$ cat config.mk
export PLATFORM = sky130hd
export DESIGN_NAME = led_pattern_driver
export DESIGN_NICKNAME = d
export VERILOG_FILES = /design/src/rtl/led_pattern_driver.sv
export SDC_FILE = /design/constraint.sdc
export NUM_CORES = 1
export LEC_CHECK = 0
export CORE_AREA = 2 2 97 99
export CTS_CLUSTER_DIAMETER = 150
export DETAILED_ROUTE_END_ITERATION = 8
export DIE_AREA = 0 0 99 101
export SETUP_SLACK_MARGIN = 0.1
export SLEW_MARGIN = 40
export SYNTH_ARGS = -nofsm -noshare
export SYNTH_HDL_FRONTEND = slang
export SYNTH_SLANG_ARGS = --single-unit
$ cat constraint.sdc
create_clock -name i_clk -period 2.65 [get_ports i_clk]
set_input_delay 0.3975 -clock i_clk [delete_from_list [all_inputs] [get_ports i_clk]]
set_output_delay 0.3975 -clock i_clk [all_outputs]
set_load 0.005 [all_outputs]
$ cat src/rtl/led_pattern_driver.sv
// Single-LED pattern driver: off / steady / blink / counted pulse burst, with 8-bit PWM
// brightness on every lit phase. Commands arrive over valid/ready; led_n is active low.
//
// state      | meaning
// OFF        | LED dark, ready for commands
// STEADY     | LED lit continuously
// BLINK_ON   | lit phase of an endless blink
// BLINK_OFF  | dark phase of an endless blink
// PULSE_ON   | lit phase of a burst pair, not ready
// PULSE_OFF  | dark phase of a burst pair, not ready
module led_pattern_driver #(
  parameter int TICK_CYCLES = 27000
) (
  input  logic       i_clk,
  input  logic       i_rst_n,
  input  logic       i_cmd_valid,
  output logic       o_cmd_ready,
  input  logic [1:0] i_cmd_mode,
  input  logic [7:0] i_cmd_level,
  input  logic [7:0] i_cmd_period,
  input  logic [7:0] i_cmd_count,
  output logic       o_busy,
  output logic       o_done,
  output logic       o_led_n
);

  localparam int TW = $clog2(TICK_CYCLES);
  localparam logic [TW-1:0] TICK_LAST = TW'(TICK_CYCLES - 1);

  localparam logic [2:0] ST_OFF       = 3'd0;
  localparam logic [2:0] ST_STEADY    = 3'd1;
  localparam logic [2:0] ST_BLINK_ON  = 3'd2;
  localparam logic [2:0] ST_BLINK_OFF = 3'd3;
  localparam logic [2:0] ST_PULSE_ON  = 3'd4;
  localparam logic [2:0] ST_PULSE_OFF = 3'd5;

  logic [2:0]    r_state;
  logic [7:0]    r_level;
  logic [7:0]    r_period;
  logic [7:0]    r_remaining;
  logic [TW-1:0] r_tick_cnt;
  logic [7:0]    r_phase_cnt;
  logic [7:0]    r_pwm_cnt;
  logic          r_done;
  logic          r_led_n;

  logic       w_ready;
  logic       w_accept;
  logic       w_tick;
  logic       w_timed;
  logic [7:0] w_period_eff;
  logic       w_phase_last;
  logic       w_phase_end;
  logic       w_lit;
  logic       w_pwm_on;

  assign w_ready      = (r_state != ST_PULSE_ON) && (r_state != ST_PULSE_OFF);
  assign w_accept     = i_cmd_valid && w_ready;
  assign w_tick       = (r_tick_cnt == TICK_LAST);
  assign w_timed      = (r_state == ST_BLINK_ON) || (r_state == ST_BLINK_OFF) ||
                        (r_state == ST_PULSE_ON) || (r_state == ST_PULSE_OFF);
  assign w_period_eff = (r_period == 8'd0) ? 8'd1 : r_period;
  // 9-bit compare so period=255 cannot wrap the phase counter
  assign w_phase_last = (({1'b0, r_phase_cnt} + 9'd1) == {1'b0, w_period_eff});
  assign w_phase_end  = w_tick && w_timed && w_phase_last;
  assign w_lit        = (r_state == ST_STEADY) || (r_state == ST_BLINK_ON) ||
                        (r_state == ST_PULSE_ON);
  assign w_pwm_on     = (r_level == 8'd255) || (r_pwm_cnt < r_level);

  always_ff @(posedge i_clk) begin
    if (!i_rst_n) begin
      r_state     <= ST_OFF;
      r_level     <= 8'd0;
      r_period    <= 8'd0;
      r_remaining <= 8'd0;
      r_tick_cnt  <= '0;
      r_phase_cnt <= 8'd0;
      r_pwm_cnt   <= 8'd0;
      r_done      <= 1'b0;
      r_led_n     <= 1'b1;
    end else begin
      r_pwm_cnt <= r_pwm_cnt + 8'd1;
      r_led_n   <= ~(w_lit & w_pwm_on);
      r_done    <= 1'b0;
      if (w_accept) begin
        // a tick landing on the accept edge is dropped so the first phase is full length
        r_tick_cnt  <= '0;
        r_phase_cnt <= 8'd0;
        r_level     <= i_cmd_level;
        r_period    <= i_cmd_period;
        r_remaining <= i_cmd_count;
        case (i_cmd_mode)
          2'd0:    r_state <= ST_OFF;
          2'd1:    r_state <= ST_STEADY;
          2'd2:    r_state <= ST_BLINK_ON;
          default: begin
            if (i_cmd_count == 8'd0) begin
              r_state <= ST_OFF;
              r_done  <= 1'b1;
            end else begin
              r_state <= ST_PULSE_ON;
            end
          end
        endcase
      end else begin
        r_tick_cnt <= w_tick ? '0 : r_tick_cnt + TW'(1);
        if (w_phase_end) begin
          r_phase_cnt <= 8'd0;
          case (r_state)
            ST_BLINK_ON:  r_state <= ST_BLINK_OFF;
            ST_BLINK_OFF: r_state <= ST_BLINK_ON;
            ST_PULSE_ON:  r_state <= ST_PULSE_OFF;
            ST_PULSE_OFF: begin
              r_remaining <= r_remaining - 8'd1;
              if (r_remaining == 8'd1) begin
                r_state <= ST_OFF;
                r_done  <= 1'b1;
              end else begin
                r_state <= ST_PULSE_ON;
              end
            end
            default:      r_state <= r_state;
          endcase
        end else if (w_tick && w_timed) begin
          r_phase_cnt <= r_phase_cnt + 8'd1;
        end
      end
    end
  end

  assign o_cmd_ready = w_ready;
  assign o_busy      = ~w_ready;
  assign o_done      = r_done;
  assign o_led_n     = r_led_n;

endmodule

Yosys cells after proc, flatten, opt, wreduce, memory -nomap -nowiden --
Index checks and enable logic that the tools add are counted.
Operators by class: add/sub/neg operators 5, multipliers 0, div/mod/pow operators 0, order comparisons 1, equal/unequal tests 13, shift-type cells 0, multiplexer cells 16, bitwise operators 4, reduce and logical (&&, ||, !) cells 21
Operators with widths (count):
- $mux W8 | 4
- $add A8 B1 Y8 const B | 2
- $logic_not A8 Y1 | 2
- $add A15 B1 Y15 const B | 1
- $eq A15 B15 Y1 const B | 1
- $mux W3 | 4
- $pmux W3 S4 | 1
- $add A8 B1 Y9 const B | 1
- $eq A9 B8 Y1 | 1
- $pmux W3 S3 | 1
- $reduce_or A3 Y1 | 3
- $eq A8 B1 Y1 const B | 1
- $eq A8 B8 Y1 const B | 1
- $lt A8 B8 Y1 | 1
- $sub A8 B1 Y8 const B | 1
- $eq A3 B2 Y1 const B | 2
- $eq A3 B3 Y1 const B | 2
- $logic_or A1 B1 Y1 | 6
- $mux W1 | 6
- $ne A3 B3 Y1 const B | 2
- $reduce_bool A5 Y1 | 1
- $logic_and A1 B1 Y1 | 4
- $reduce_and A2 Y1 | 2
- $reduce_bool A2 Y1 | 2
- 6 further kinds | 8
Storage, ports and cells: register bits 60, bits in latches 0, RAM bits 0, ROM bits 0, memories 0

Depth between registers and ports, before layout --
Gate-level depths: netlist (run 1).
depth after elaboration 8, mapped depth 8

Least setup slack after synthesis (run 1) --
OpenSTA, ideal clock, no wires.
kind register to register, from register r_phase_cnt[0], to register r_remaining[4], setup time 0.123 ns, arrival time 2.137 ns, required time 2.527 ns, slack 0.390 ns, cell stages (with the launch flop) 9, buffers on the path 0, cell sequence dfxtp_1 ha_1 nand2b_1 o211a_1 o32a_1 nor4_4 and2b_1 mux2i_1 o22ai_1
On the way: word-level cells in the longest chain between the ends 5
RTL lines:
- start: declaration | RTL line 42 | logic [7:0] r_phase_cnt;
- start signal: assignment | RTL line 125 | r_phase_cnt <= r_phase_cnt + 8'd1;
- $add A8 B1 Y9 | RTL line 64 | assign w_phase_last = (({1'b0, r_phase_cnt} + 9'd1) == {1'b0, w_period_eff});
- $eq A9 B8 Y1 | RTL line 64
- $logic_and A1 B1 Y1 | RTL line 65 | assign w_phase_end = w_tick && w_timed && w_phase_last;
- $reduce_bool A2 Y1 (no source line)
- $reduce_and A2 Y1 (no source line)
- end signal: assignment | RTL line 91 | r_remaining <= i_cmd_count;
- end signal: assignment | RTL line 114 | r_remaining <= r_remaining - 8'd1;
- end: declaration | RTL line 40 | logic [7:0] r_remaining;
No other way between the ends. A chain may end at the register's enable or synchronous reset.

Final worst setup path (run 1) --
Same ends and word-level chain as after synthesis.

==> results of run 1 <==
[routing by layer]
layer | global-route usage | vias to the layer above | part of all wire
li1 | - | 1363 | -
met1 | 0.1735 | 1202 | 0.48
met2 | 0.2396 | 35 | 0.49
met3 | 0.03329 | 8 | 0.025
met4 | 0.05901 | 0 | 0.013
met5 | 0 | - | 0
[timing repair]
item | CTS | global route
gates cloned | 0 | 0
pin swaps | 1 | 1
buffers inserted | 0 | 1
gates resized for setup | 0 | 1
endpoints found under the hold margin | 0 | 0
endpoints found under the setup margin | 1 | 13
[final timing paths]
kind / start / end / slack, ns / cells past startpoint
min: r_pwm_cnt[0] / r_pwm_cnt[0] / 0.46 / 1
min reg2reg: r_pwm_cnt[0] / r_pwm_cnt[0] / 0.46 / 1
max reg2reg: r_phase_cnt[0] / r_remaining[4] / 0.28 / 9
max: r_phase_cnt[0] / r_remaining[4] / 0.28 / 9
[sequential cells by signal, summed over array words and instances, names as in the netlist]
register,count
r_pwm_cnt,8
r_period,8
o_led_n,1
r_tick_cnt,15
r_state,3
r_phase_cnt,8
o_done,1
r_level,8
r_remaining,8
[cell families (layout without fill, tap and decap cells)]
logic type,after synthesis,in the layout
AND/OR/NAND/NOR,168,168
XOR/XNOR,40,40
buffers and inverters,30,70
flip-flops,60,60
multiplexers,4,4
adder cells (fa/ha/maj),12,12
AO/OA/AOI/OAI,61,61
[cells in the final DEF, fill, tap and decap left out, types with 10 or more instances in the layout]
| cell type | n |
|---|---|
| a21oi_1 | 27 |
| clkbuf_8 | 10 |
| clkdlybuf4s50_1 | 32 |
| dfxtp_1 | 59 |
| ha_1 | 12 |
| inv_1 | 14 |
| nand2_1 | 56 |
| nand3_1 | 13 |
| nor2_1 | 41 |
| o21ai_0 | 11 |
| xnor2_1 | 14 |
| xor2_1 | 26 |
[where the power goes]
group	switching (uW)	leakage, uW	internal [uW]
sequential	35.0	0.000490	940
clock	378	0.000116	555
combinational	124	0.000817	125
[cell type report]
class,count,area (um2),share of cell area
multi-input cells,285,1770,0.4701
flip-flops and latches,60,1202,0.3193
repair buffers,39,372.9,0.09900
well taps,111,138.9,0.03688
clock buffers,10,137.6,0.03654
clock inverters,6,87.58,0.02326
inverters,15,56.30,0.01495
[metrics by stage]
stage,total power (uW),instances,util,area [um2],setup slack [ns]
after floorplan,1143,375,-,3087,0.3895
after global placement,1242,509,0.3934,3532,0.2058
after detailed placement,1248,509,0.3934,3532,0.05563
after CTS,2183,525,0.4185,3757,0.1509
after global routing,2257,526,0.4195,3766,0.1393
final,2156,526,0.4195,3766,0.2848
==> impl_metrics.yaml, run 1 <==
run_status:
  status: "completed"
timing:
  skew_ns: 0.01107
  whs_ns: 0.4632
  setup_tns_ns: 0
  maxSlewHeadroom: 0.6771
  setup_viol: 0
  period_share: 0.8925
  min_period_ns: 2.365
  rsz0062_at_grt: "false"
  max_freq_mhz: 422.8
  tightest_slew_ns: 0.4843
  hold_viol: 0
  slew_violations: 0
yosys:
  yosys.area_share.adder: 0.04864
  synth_top_area_cell: "dfxtp_1"
  yosysWarningCount: 0
  synth.yosys.seq_area_share: 0.3891
  synthXorXnorAreaFrac: 0.1135
  synthTopCellsByCount: "dfxtp_1 (60), nand2_1 (56), nor2_1 (41), a21oi_1 (27), xor2_1 (26)"
  yosys.cell_types.count: 49
  syn-num-nets: 416
  synth-seq-cells: 60
  avgSynthCellArea_um2: 8.231
  synth_top_family_by_area: "simple AND/OR/NAND/NOR gates"
  synth_area_um2: 3087
  synthMostInstantiatedCell: "dfxtp_1"
  synth_cells: 375
  synthMuxAreaShare: 0.01297
  synth.area.top_cells: "dfxtp_1 (39%), xor2_1 (7.4%), nand2_1 (6.8%)"
  synthArstFlopShare: 0
  synth_top_area_share: 0.3891
  synth_edf_count: 0
  synth-main-ff-cell: "dfxtp_1"
  synth_simple_gate_area_share: 0.2764
  synth-compound-area-share: 0.1220
critical_path:
  cp_max_fo: 8
  critPathLaunchType: "flop"
  cp_top_family: "compound AO/OA/AOI/OAI gates"
  crit_chain: "ha_1, nand2b_1, o211a_1, o32a_1, nor4_4, buf_4, and2b_1, mux2i_1, o22ai_1"
  required_ns: 2.87
  end_kind: "flop"
  slowest_stage: "o32a_1"
  path_buf_inv: 1
  critPathKind: "flop to flop"
  arrival_ns: 2.59
  cp_slowest_stage_delay_ns: 0.40
detailed_routing:
  drt_iter0_drc: 148
  drc: 0
  first_pass_iters: 4
  routedWlPerCell_um: 12.50
  num_vias: 2608
  viasPerCell: 4.958
  antenna_left: 0
  wl_um: 6573
global_route:
  grt_pass1_vias: 2477
  antenna_found_initial: 0
  grt_use_total: 0.1418
  grt_overflow: 0
  grt_max_degree: 28
  grt_pass1_wl_um: 11340
clock_network:
  clkTransAtPathRegs_ns: 0.08
  root_buffer: "clkbuf_8"
  cts_buffer_depth: 2
  numCtsBuffers: 9
  clk_latency_ns: 0.34
  h-tree-depth: 3
  cts_tree: "done"
  clock-sinks: 60
  hold_buffers: 0
place:
  routabilityCongestion: 0.8170
  io_buffers: 32
  dp_hpwl_um: 4787
floorplan:
  start_util: 0.3438
  fp-row-count: 35
  io_pins: 33
  die_width_um: 99
  core_region_area_um2: 8977
  die_y_um: 101
  die_area_um2: 9999
cells_and_area:
  fin_nets: 451
  syn2layout_area_growth_pct: 22.01
  layout-drive-gt1-share: 0.07470
  diodes: 0
  n_fill_cell: 876
power:
  max-vdd-ir-drop_mv: 0.2681
  power_density_nw_per_um2: 572.5
  power_leakage_uw: 0.001424
job:
  drv_cap: 0
min_path:
  min-delay-path-class: "flop to flop"
Power figures use the tool's default switching activity.
==> inputs of run 2 (changes only) <==
--- a/config.mk
+++ b/config.mk
@@ -9,6 +9,8 @@
 export CTS_CLUSTER_DIAMETER = 150
 export DETAILED_ROUTE_END_ITERATION = 8
 export DIE_AREA = 0 0 99 101
+export HOLD_SLACK_MARGIN = 0.02
+export PLACE_DENSITY = 0.59
 export SETUP_SLACK_MARGIN = 0.1
 export SLEW_MARGIN = 40
 export SYNTH_ARGS = -nofsm -noshare
==> impl_metrics.yaml, run 2 (same netlist as run 1, synthesis figures left out) <==
run_status:
  status: "completed"
critical_path:
  path_buf_inv: 1
  r2r_cells: 9
  cp.depth: 9
  critPathKind: "flop to flop"
  crit_chain: "ha_1, nand2b_1, o211a_1, o32a_1, nor4_4, buf_4, and2b_1, mux2i_1, o22ai_1"
  r2r_end: "r_remaining[4]"
  required_ns: 2.88
  cp_top_family: "compound AO/OA/AOI/OAI gates"
  cp_slowest_stage_delay_ns: 0.40
  cp_max_fo: 8
  rr_startpoint: "r_phase_cnt[0]"
  end_kind: "flop"
  arrival_ns: 2.59
  rrSetupSlack_ns: 0.29
  critPathLaunchType: "flop"
  slowest_stage: "o32a_1"
cells_and_area:
  final_core_util: 0.4191
  largest_register_ffs: 15
  layout-drive-gt1-share: 0.07470
  n_fill_cell: 885
  diodes: 0
  layout_common_cells: "dfxtp_1 (59), nand2_1 (56), nor2_1 (41)"
  syn2layout_area_growth_pct: 21.89
  layout_commonest_cell: "dfxtp_1"
  fin_nets: 452
  top_register: "r_tick_cnt"
power:
  power_density_nw_per_um2: 564.6
  power_uw: 2124
  max-vdd-ir-drop_mv: 0.2208
  power_leakage_uw: 0.001418
detailed_routing:
  first_pass_iters: 4
  wl_um: 6700
  drc: 0
  antenna_left: 0
  num_vias: 2625
  viasPerCell: 4.990
  drt_iter0_drc: 127
  routedWlPerCell_um: 12.74
floorplan:
  die_y_um: 101
  io_pins: 33
  start_util: 0.3438
  die_width_um: 99
  core_region_area_um2: 8977
  fp-row-count: 35
  die_area_um2: 9999
min_path:
  min_from: "r_pwm_cnt[0]"
  holdPathStages: 1
  min-delay-path-class: "flop to flop"
  holdPathEnd: "r_pwm_cnt[0]"
timing:
  skew_ns: 0.01266
  period_share: 0.8916
  min_period_ns: 2.363
  setup_viol: 0
  slew_violations: 0
  hold_viol: 0
  maxSlewHeadroom: 0.6719
  setup_tns_ns: 0
  tightest_slew_ns: 0.4922
  max_freq_mhz: 423.2
  rsz0062_at_grt: "false"
  whs_ns: 0.4653
clock_network:
  numCtsBuffers: 9
  clk_latency_ns: 0.35
  cts_buffer_depth: 2
  hold_buffers: 0
  clock-sinks: 60
  h-tree-depth: 3
  clkTransAtPathRegs_ns: 0.08
  cts_tree: "done"
  root_buffer: "clkbuf_8"
place:
  io_buffers: 32
  dp_hpwl_um: 4897
  routabilityCongestion: 0.7934
global_route:
  antenna_found_initial: 0
  grt_pass1_wl_um: 11720
  grt_overflow: 0
  grt_max_degree: 28
  grt_use_total: 0.1463
  grt_pass1_vias: 2564
job:
  drv_cap: 0
[run 2: where the power goes]
part / switching, uW / internal [uW]
clock network: 375 / 525
logic: 124 / 125
registers: 35.6 / 940
total: 534 / 1590
[run 2: how the worst max path moves through the flow]
stage / from / end / slack [ns]
global placement: r_phase_cnt[0] / r_remaining[4] / 0.20
CTS: r_phase_cnt[0] / r_remaining[4] / 0.19
floorplan: r_phase_cnt[0] / r_remaining[4] / 0.39
finish: r_phase_cnt[0] / r_remaining[4] / 0.29
global route: r_tick_cnt[12] / r_phase_cnt[4] / 0.18
detailed placement: r_phase_cnt[0] / r_remaining[4] / 0.09
[run 2: cell type report]
type / instances / area (um2) / area share
clock buffer: 9 / 123.9 / 0.03292
inverter: 15 / 56.30 / 0.01497
sequential: 60 / 1202 / 0.3196
tap: 111 / 138.9 / 0.03691
multi-input combinational: 285 / 1770 / 0.4706
clock inverter: 6 / 90.09 / 0.02394
timing repair buffer: 40 / 380.4 / 0.1011
[run 2: metal layers]
layer / track usage / up-vias / share of wire / wire (um)
met3: 0.03745 / 8 / 0.029 / 194
li1: - / 1363 / - / -
met2: 0.2552 / 34 / 0.50 / 3368
met1: 0.1742 / 1220 / 0.46 / 3049
met5: 0 / - / 0 / 0
met4: 0.05163 / 0 / 0.013 / 87
[run 2: stage by stage]
stage               std cells  setup slack [ns]  cell area [um2]
finish                    526            0.2873             3762
global route              526            0.1843             3762
CTS                       524            0.1894             3746
detailed placement        509           0.08783             3532
global placement          509            0.2030             3532
floorplan                 375            0.3895             3087
[run 2: repair_timing]
action                     CTS  global route
setup endpoints to repair    1             7
gates resized for setup      0             1
pin swaps                    1             1
buffers inserted             0             2
